`src/rtl/dir_key_queue.sv`:
```
`default_nettype none
// ============================================================================
//  Module      : dir_key_queue
//  Description : Direction-key front end. Synchronises and debounces four raw
//                keys, turns clean single-key presses into direction commands,
//                filters duplicates and reversals, and queues the accepted
//                commands so that each game-step tick applies one of them.
//  Revision    : 1.0 - initial release
// ============================================================================
module dir_key_queue #(
    parameter int              CNT_W          = 20,
    parameter logic [CNT_W-1:0] DEBOUNCE_CNT  = 20'd999_999,
    parameter int              KEY_ACTIVE_LOW = 0,
    parameter int              QUEUE_DEPTH    = 4,
    parameter int              PTR_W          = 2,
    parameter logic [1:0]      INIT_DIR       = 2'd0,
    parameter int              ALLOW_REVERSE  = 0
) (
    input  logic             sys_clk,
    input  logic             sys_rst_n,
    input  logic             key_up,
    input  logic             key_down,
    input  logic             key_left,
    input  logic             key_right,
    input  logic             tick,
    output logic [1:0]       direction,
    output logic             dir_changed,
    output logic [3:0]       key_state,
    output logic [3:0]       key_pulse,
    output logic [PTR_W:0]   queue_count,
    output logic             overflow
);

    // Raw pin level of a released key; synchronisers idle at this value.
    localparam logic           C_RELEASED_LVL = (KEY_ACTIVE_LOW != 0);
    localparam logic [PTR_W:0] C_FULL_CNT     = (PTR_W+1)'(QUEUE_DEPTH);

    logic [3:0] w_key_raw;
    logic [3:0] w_stable;
    logic [3:0] w_pulse;

    assign w_key_raw = {key_right, key_left, key_down, key_up};

    // ------------------------------------------------------------------------
    // Per-key synchroniser, debouncer and press-edge detector
    // ------------------------------------------------------------------------
    for (genvar gi = 0; gi < 4; gi++) begin : g_key
        logic             sync1_q, sync2_q;
        logic             prev_q;
        logic             stable_q, stable_d;
        logic             pulse_q;
        logic [CNT_W-1:0] cnt_q, cnt_d;
        logic             w_level;

        // Normalised active-high level after the synchroniser.
        assign w_level = sync2_q ^ C_RELEASED_LVL;

        // Debounce: count only while the new level is steady, restart on bounce.
        always_comb begin
            cnt_d    = '0;
            stable_d = stable_q;
            if (w_level != stable_q) begin
                if (w_level != prev_q) begin
                    cnt_d = '0;
                end else if (cnt_q == DEBOUNCE_CNT) begin
                    stable_d = w_level;
                    cnt_d    = '0;
                end else begin
                    cnt_d = cnt_q + 1'b1;
                end
            end
        end

        // Key state registers; pulse rises together with the stable level.
        always_ff @(posedge sys_clk or negedge sys_rst_n) begin
            if (!sys_rst_n) begin
                sync1_q  <= C_RELEASED_LVL;
                sync2_q  <= C_RELEASED_LVL;
                prev_q   <= 1'b0;
                stable_q <= 1'b0;
                pulse_q  <= 1'b0;
                cnt_q    <= '0;
            end else begin
                sync1_q  <= w_key_raw[gi];
                sync2_q  <= sync1_q;
                prev_q   <= w_level;
                stable_q <= stable_d;
                pulse_q  <= stable_d & ~stable_q;
                cnt_q    <= cnt_d;
            end
        end

        assign w_stable[gi] = stable_q;
        assign w_pulse[gi]  = pulse_q;
    end

    assign key_state = w_stable;
    assign key_pulse = w_pulse;

    // ------------------------------------------------------------------------
    // Command queue
    // ------------------------------------------------------------------------
    logic [1:0]       mem_q [QUEUE_DEPTH];
    logic [1:0]       mem_d [QUEUE_DEPTH];
    logic [PTR_W-1:0] head_q, head_d, tail_q, tail_d, w_last;
    logic [PTR_W:0]   count_q, count_d;
    logic [1:0]       dir_q, dir_d;
    logic             chg_q, chg_d;
    logic             ovf_q, ovf_d;
    logic             w_cand_valid, w_accept, w_pop, w_push, w_drop_full;
    logic [1:0]       w_cand_dir, w_ref_dir;

    assign w_last    = tail_q - 1'b1;
    assign w_ref_dir = (count_q != '0) ? mem_q[w_last] : dir_q;

    // Decode a lone clean press into a direction; chords never qualify.
    always_comb begin
        w_cand_valid = 1'b0;
        w_cand_dir   = 2'd0;
        if (key_state == key_pulse) begin
            case (key_pulse)
                4'b0001: begin w_cand_valid = 1'b1; w_cand_dir = 2'd0; end
                4'b0010: begin w_cand_valid = 1'b1; w_cand_dir = 2'd1; end
                4'b0100: begin w_cand_valid = 1'b1; w_cand_dir = 2'd2; end
                4'b1000: begin w_cand_valid = 1'b1; w_cand_dir = 2'd3; end
                default: begin w_cand_valid = 1'b0; w_cand_dir = 2'd0; end
            endcase
        end
    end

    assign w_accept    = w_cand_valid && (w_cand_dir != w_ref_dir) &&
                         ((ALLOW_REVERSE != 0) || (w_cand_dir != (w_ref_dir ^ 2'b01)));
    assign w_pop       = tick && (count_q != '0);
    assign w_push      = w_accept && ((count_q != C_FULL_CNT) || w_pop);
    assign w_drop_full = w_accept && (count_q == C_FULL_CNT) && !w_pop;

    // Next-state for the FIFO, applied direction and sticky overflow.
    always_comb begin
        mem_d   = mem_q;
        head_d  = head_q;
        tail_d  = tail_q;
        count_d = count_q;
        dir_d   = dir_q;
        chg_d   = 1'b0;
        ovf_d   = ovf_q | w_drop_full;
        if (w_push) begin
            mem_d[tail_q] = w_cand_dir;
            tail_d        = tail_q + 1'b1;
        end
        if (w_pop) begin
            dir_d  = mem_q[head_q];
            chg_d  = 1'b1;
            head_d = head_q + 1'b1;
        end
        case ({w_push, w_pop})
            2'b10:   count_d = count_q + 1'b1;
            2'b01:   count_d = count_q - 1'b1;
            default: count_d = count_q;
        endcase
    end

    // Queue and output registers; reset empties the queue immediately.
    always_ff @(posedge sys_clk or negedge sys_rst_n) begin
        if (!sys_rst_n) begin
            for (int i = 0; i < QUEUE_DEPTH; i++) mem_q[i] <= 2'd0;
            head_q  <= '0;
            tail_q  <= '0;
            count_q <= '0;
            dir_q   <= INIT_DIR;
            chg_q   <= 1'b0;
            ovf_q   <= 1'b0;
        end else begin
            mem_q   <= mem_d;
            head_q  <= head_d;
            tail_q  <= tail_d;
            count_q <= count_d;
            dir_q   <= dir_d;
            chg_q   <= chg_d;
            ovf_q   <= ovf_d;
        end
    end

    assign direction   = dir_q;
    assign dir_changed = chg_q;
    assign queue_count = count_q;
    assign overflow    = ovf_q;

endmodule
`default_nettype wire

```
`config.mk`:
```
export PLATFORM = sky130hd
export DESIGN_NAME = dir_key_queue
export DESIGN_NICKNAME = d
export VERILOG_FILES = /design/src/rtl/dir_key_queue.sv
export SDC_FILE = /design/constraint.sdc
export NUM_CORES = 1
export LEC_CHECK = 0
export CAP_MARGIN = 20
export CORE_ASPECT_RATIO = 0.7
export CORE_MARGIN = 2
export CORE_UTILIZATION = 55
export DETAILED_ROUTE_END_ITERATION = 6
export GPL_TIMING_DRIVEN = 0
export PLACE_DENSITY = 0.73
export SYNTH_ARGS = -nofsm -noshare
export SYNTH_HDL_FRONTEND = slang
export SYNTH_SLANG_ARGS = --single-unit
```
`constraint.sdc`:
```
create_clock -name sys_clk -period 3.5 [get_ports sys_clk]
set_input_delay 0.7 -clock sys_clk [delete_from_list [all_inputs] [get_ports sys_clk]]
set_output_delay 0.7 -clock sys_clk [all_outputs]
set_load 0.02 [all_outputs]
```
==> results of run 1 <==
-- layout make-up --
cell class	instances	area, um^2	area share, %
multi-input combinational	398	2521	37.59
clock buffer	21	450.4	6.715
buffer	15	111.4	1.660
tap	132	165.2	2.462
sequential	119	2978	44.39
inverter	24	90.09	1.343
clock inverter	10	152.6	2.276
timing repair buffer	22	239.0	3.563
-- final timing paths --
kind                            cells after the start                  to  slack, ns              from
worst min register to register                      0    g_key[0].sync2_q       0.35  g_key[0].sync1_q
worst max-delay path                               13      queue_count[2]       0.54         tail_q[0]
worst min-delay path                                1  g_key[3].cnt_q[11]       0.25         sys_rst_n
min in group sys_clk                                0    g_key[0].sync2_q       0.35  g_key[0].sync1_q
max in group asynchronous                           2   g_key[2].cnt_q[6]       2.57         sys_rst_n
worst max register to register                     13      queue_count[2]       0.54         tail_q[0]
-- registers in the layout, indices dropped and copies added, names as in the netlist --
register and cells:
head_q 2, g_key.prev_q 4, mem_q 8, g_key.pulse_q 4
g_key.stable_q 4, g_key.sync2_q 4, overflow 1, direction 2
tail_q 2, dir_changed 1, queue_count 3, g_key.sync1_q 4
g_key.cnt_q 80
-- stage by stage --
step           worst slack, ns  cells  util (%)  instance area [um^2]  power (mW)
2_1_floorplan           0.7636    556         -                  5700       1.645
3_3_place_gp            -2.798    709     59.56                  6076       1.745
3_5_place_dp            0.1630    710     59.84                  6105       1.757
4_1_cts                 0.5244    741     65.75                  6708       3.559
5_1_grt                 0.3554    741     65.75                  6708       3.664
6_report                0.5419    741     65.75                  6708       3.521
-- critical path: stages (launching register included) --
cell and delay (ns):
dfrtp_1 0.43, inv_1 0.11, ha_1 0.34, mux4_2 0.30, mux2_4 0.31, mux2_4 0.27
nor2_4 0.05, inv_1 0.05, ha_1 0.17, inv_1 0.06, fa_1 0.37, xor2_1 0.15
nor2_1 0.12, xor2_1 0.16
-- Yosys cell counts, drive strengths merged (2+ instances only) --
library cell and instances:
a21bo 3, a21oi 6, a31oi 4, and2 3, and3 8, and4 7, buf 14, dfrtp 119
ha 9, inv 24, mux2 9, mux4 3, nand2 41, nand2b 3, nand3 30, nand3b 3
nand4 12, nor2 107, nor2b 2, nor3 14, nor4 20, nor4b 4, nor4bb 2, o21ai 10
o21bai 4, or3 2, or4 3, xnor2 56, xor2 24
-- power breakdown --
part	internal [mW]	total [mW]	leakage, nW	switching, mW
Combinational	0.118	0.259	0.892	0.141
Clock	1.20	1.79	0.296	0.587
Sequential	1.42	1.48	1.62	0.0528
Total	2.74	3.52	2.81	0.781
-- per-layer routing --
metal / track usage [%] / routed length (um) / up-vias
met5: 0 / 0 / -
met4: 6.566 / 79 / 0
met3: 6.224 / 407 / 8
met2: 33.32 / 4992 / 64
met1: 28.15 / 5385 / 1974
li1: - / - / 1959
-- kinds of logic (layout without fill, tap and decap cells) --
kind of cell	Yosys count	after routing	synth area share, %
AO/OA/AOI/OAI	30	30	3.314
XOR/XNOR	80	80	12.29
adder cells (fa/ha/maj)	10	10	2.327
buffers and inverters	39	92	3.534
flip-flops	119	119	52.24
multiplexers	13	13	3.270
AND/OR/NAND/NOR	265	265	23.02
==> impl_metrics.toml, run 1 <==
[status]
status = "complete, no violations"

[drt]
drtIter0Drc = 308
via_count = 4005
routed_wirelength_um = 10870
wire_per_inst_um = 14.66
ant_nets = 0
drt_first_pass_iters = 6
via_per_inst = 5.405
drc = 0

[sta]
hold_ws_ns = 0.2535
hold_violations = 0
fin_tns_setup_ns = 0
rsz0062_at_grt = "false"
drv_slew = 0
max_slew.worst_pin.slew_ns = 0.7925
fin_crit_sh_pct = 84.52
post-route-min-period_ns = 2.958
finClkSkew_ns = 0.006812
finalSetupViolCount = 0
slew_headroom_pct = 46.68
fmax_mhz = 338.1

[die]
initial_core_util_pct = 55.88
dieWidth_um = 125.7
core_um2 = 10200
pin_count = 22
fp.dieH_um = 89.18
die_area_um2 = 11210
rows = 31

[critical_path]
worstPathRequired_ns = 3.83
cp.arrival_ns = 3.29
path_class = "register to register"
cp_max_fo = 6
cp-start-kind = "register"
endpoint_kind = "register"

[synth]
synth_top_area_share_pct = 52.24
ys_top_cells_by_area = "dfrtp_1 52%, xnor2_1 8.6%, nor2_1 7.0%"
avgSynthCellArea_um2 = 10.25
synth_edf_count = 0
synth_cell_type_count = 48
seq_area_frac_synth_pct = 52.24
synth_nets = 573
synth-main-ff-cell = "dfrtp_1"
netlist_area_um2 = 5700
async_flop_share_pct = 100.0
synth_seq_cells = 119
ys_warn_count = 0
netlist_instances = 556
synth_top_area_cell = "dfrtp_1"

[layout]
n_antenna_cell = 0
fillers = 769
drive_gt1_share_pct = 10.51
fin_nets = 614
most-common-layout-cells = "119 x dfrtp_1, 106 x nor2_1, 56 x xnor2_1"
final_common_cell = "dfrtp_1"
area_growth_pct = 17.67

[grt]
grt_overflow = 0
antenna_found_initial = 0
grt_pass1_wl_um = 18640
track_usage_pct = 20.92
grt_pass1_vias = 3953
grt_max_degree = 63

[pwr]
ir_drop_mv = 0.3391
p_leak_nw = 2.806
power.density_nw_per_um2 = 524.9

[place]
routabilityCongestion = 0.8046
portBuffers = 21
dp_hpwl_um = 7115

[clock_tree]
cts_post_setup_buffers_inserted = 0
cts-buffers-inserted = 17
htree_levels = 4
cts_tree = "built"
clock_latency_ns = 0.41
root_buffer = "clkbuf_16"
path_clk_slew_ns = 0.06
clockBufferDepth = 2
cts_num_sinks = 119
ctsResizeCount = 0
hold_buffers = 0

[min_path]
hold_path_class = "input port to async pin"

[job]
drv_cap = 0
Power figures use the tool's default switching activity.
==> run 2: changes to the inputs <==
--- a/config.mk
+++ b/config.mk
@@ -11,7 +11,7 @@
 export CORE_UTILIZATION = 55
 export DETAILED_ROUTE_END_ITERATION = 6
 export GPL_TIMING_DRIVEN = 0
-export PLACE_DENSITY = 0.73
+export PLACE_DENSITY = 0.76
 export SYNTH_ARGS = -nofsm -noshare
 export SYNTH_HDL_FRONTEND = slang
 export SYNTH_SLANG_ARGS = --single-unit
==> constraint.sdc (replaced) <==
create_clock -name sys_clk -period 2.7 [get_ports sys_clk]
set_input_delay 0.54 -clock sys_clk [delete_from_list [all_inputs] [get_ports sys_clk]]
set_output_delay 0.54 -clock sys_clk [all_outputs]
set_load 0.02 [all_outputs]
==> run 2 against run 1 <==
  * Fmax up 11%
  * Combinational power up 37%
  * Count of clock-buffer cells in the layout up 1
==> impl_metrics.toml, run 2 (synthesis results as in run 1) <==
[status]
status = "complete, no violations"

[grt]
grt_max_degree = 62
grt_pass1_vias = 3931
antenna_found_initial = 0
track_usage_pct = 22.23
grt_pass1_wl_um = 19410
grt_overflow = 0

[clock_tree]
clock_latency_ns = 0.41
htree_levels = 4
cts_num_sinks = 119
cts_tree = "built"
root_buffer = "clkbuf_16"
hold_buffers = 0
path_clk_slew_ns = 0.05
cts-buffers-inserted = 17
clockBufferDepth = 2

[layout]
utilization_pct = 67.12
stdcell_area_um2 = 6847
drive_gt1_share_pct = 13.15
n_antenna_cell = 0
fillers = 743
final_common_cell = "dfrtp_1"
fin_nets = 621
top_register = "g_key.cnt_q"
reg_top3 = "g_key.cnt_q: 80 flops, mem_q: 8 flops"
area_growth_pct = 20.11
largest_reg_flops = 80
most-common-layout-cells = "119 x dfrtp_1, 106 x nor2_1, 56 x xnor2_1"

[critical_path]
cp.arrival_ns = 2.99
endpoint_kind = "register"
path_class = "register to register"
worstPathRequired_ns = 3.04
cp-start-kind = "register"
reg2reg_slack_ns = 0.04
cp_max_fo = 2

[sta]
fmax_mhz = 376.3
rsz0062_at_grt = "true"
slew_headroom_pct = 44.06
max_slew.worst_pin.slew_ns = 0.8315
finalSetupViolCount = 0
drv_slew = 0
hold_violations = 0
fin_crit_sh_pct = 98.43
post-route-min-period_ns = 2.658
finClkSkew_ns = 0.008079

[min_path]
hold_path_class = "input port to async pin"

[die]
initial_core_util_pct = 55.88
die_area_um2 = 11210
dieWidth_um = 125.7
rows = 31
fp.dieH_um = 89.18
pin_count = 22
core_um2 = 10200

[drt]
ant_nets = 0
drc = 0
wire_per_inst_um = 15.12
via_per_inst = 5.457
drt_first_pass_iters = 6
drtIter0Drc = 397
routed_wirelength_um = 11310
via_count = 4082

[place]
dp_hpwl_um = 6990
placed_area_um2 = 6105
portBuffers = 21
routabilityCongestion = 0.8588

[pwr]
power.density_nw_per_um2 = 694.0
p_leak_nw = 2.875
ir_drop_mv = 0.4974

[job]
drv_cap = 0
[run 2: timing repair]
action / 4_1_cts / 5_1_grt
buffers inserted: 6 / 2
resized for setup: 6 / 4
endpoints found under the setup margin: 2 / 2
pin swaps: 4 / 6
[run 2: cell type report]
| type | instances | area, um^2 | area share [%] |
|---|---|---|---|
| buffer | 14 | 107.6 | 1.572 |
| clock buffer | 22 | 484.2 | 7.072 |
| clock inverter | 9 | 170.2 | 2.485 |
| inverter | 24 | 90.09 | 1.316 |
| multi-input combinational | 398 | 2549 | 37.23 |
| sequential | 119 | 2978 | 43.49 |
| tap | 132 | 165.2 | 2.412 |
| timing repair buffer | 30 | 302.8 | 4.423 |
[run 2: report_power, final]
group | total [mW] | internal [mW] | switching, mW | leakage (nW)
Sequential | 1.91 | 1.85 | 0.0641 | 1.62
Clock | 2.49 | 1.72 | 0.765 | 0.326
Combinational | 0.354 | 0.165 | 0.189 | 0.932
[run 2: final timing paths]
path,startpoint,endpoint,cells after the start
min in group sys_clk,g_key[1].sync1_q,g_key[1].sync2_q,0
max reg2reg,tail_q[0],queue_count[2],13
max,tail_q[0],queue_count[2],13
min reg2reg,g_key[1].sync1_q,g_key[1].sync2_q,0
max in group asynchronous,sys_rst_n,g_key[2].cnt_q[1],2
min,sys_rst_n,g_key[3].cnt_q[8],1
[run 2: per-stage QoR]
step                      std cells  setup WS (ns)  total power [mW]  setup TNS [ns]  hold WS, ns
after global placement          709         -3.453             2.262         -410.63       0.3363
after global routing            748       -0.03975             4.935        -0.06258       0.1290
after CTS                       746      0.0002700             4.788               0       0.1110
after detailed placement        710        -0.4914             2.282         -0.7882       0.3397
final                           748        0.04238             4.752               0       0.1004
after floorplan                 556       0.003995             2.132               0       0.2444
[run 2: critical path, stage by stage (launching register included)]
cell	delay, ns
dfrtp_1	0.39
inv_2	0.07
ha_4	0.27
mux4_2	0.29
mux2_4	0.30
mux2_4	0.24
nor2_4	0.04
inv_2	0.06
ha_4	0.12
inv_2	0.03
fa_2	0.32
xor2_1	0.16
nor2_1	0.13
xor2_1	0.15
[run 2: per-layer routing]
| metal | share of wire [%] | global-route usage (%) | up-vias |
|---|---|---|---|
| met4 | 0.96 | 5.556 | 0 |
| met3 | 5.0 | 7.121 | 11 |
| met5 | 0 | 0 | - |
| li1 | - | - | 1975 |
| met1 | 47 | 29.99 | 2000 |
| met2 | 47 | 35.63 | 96 |
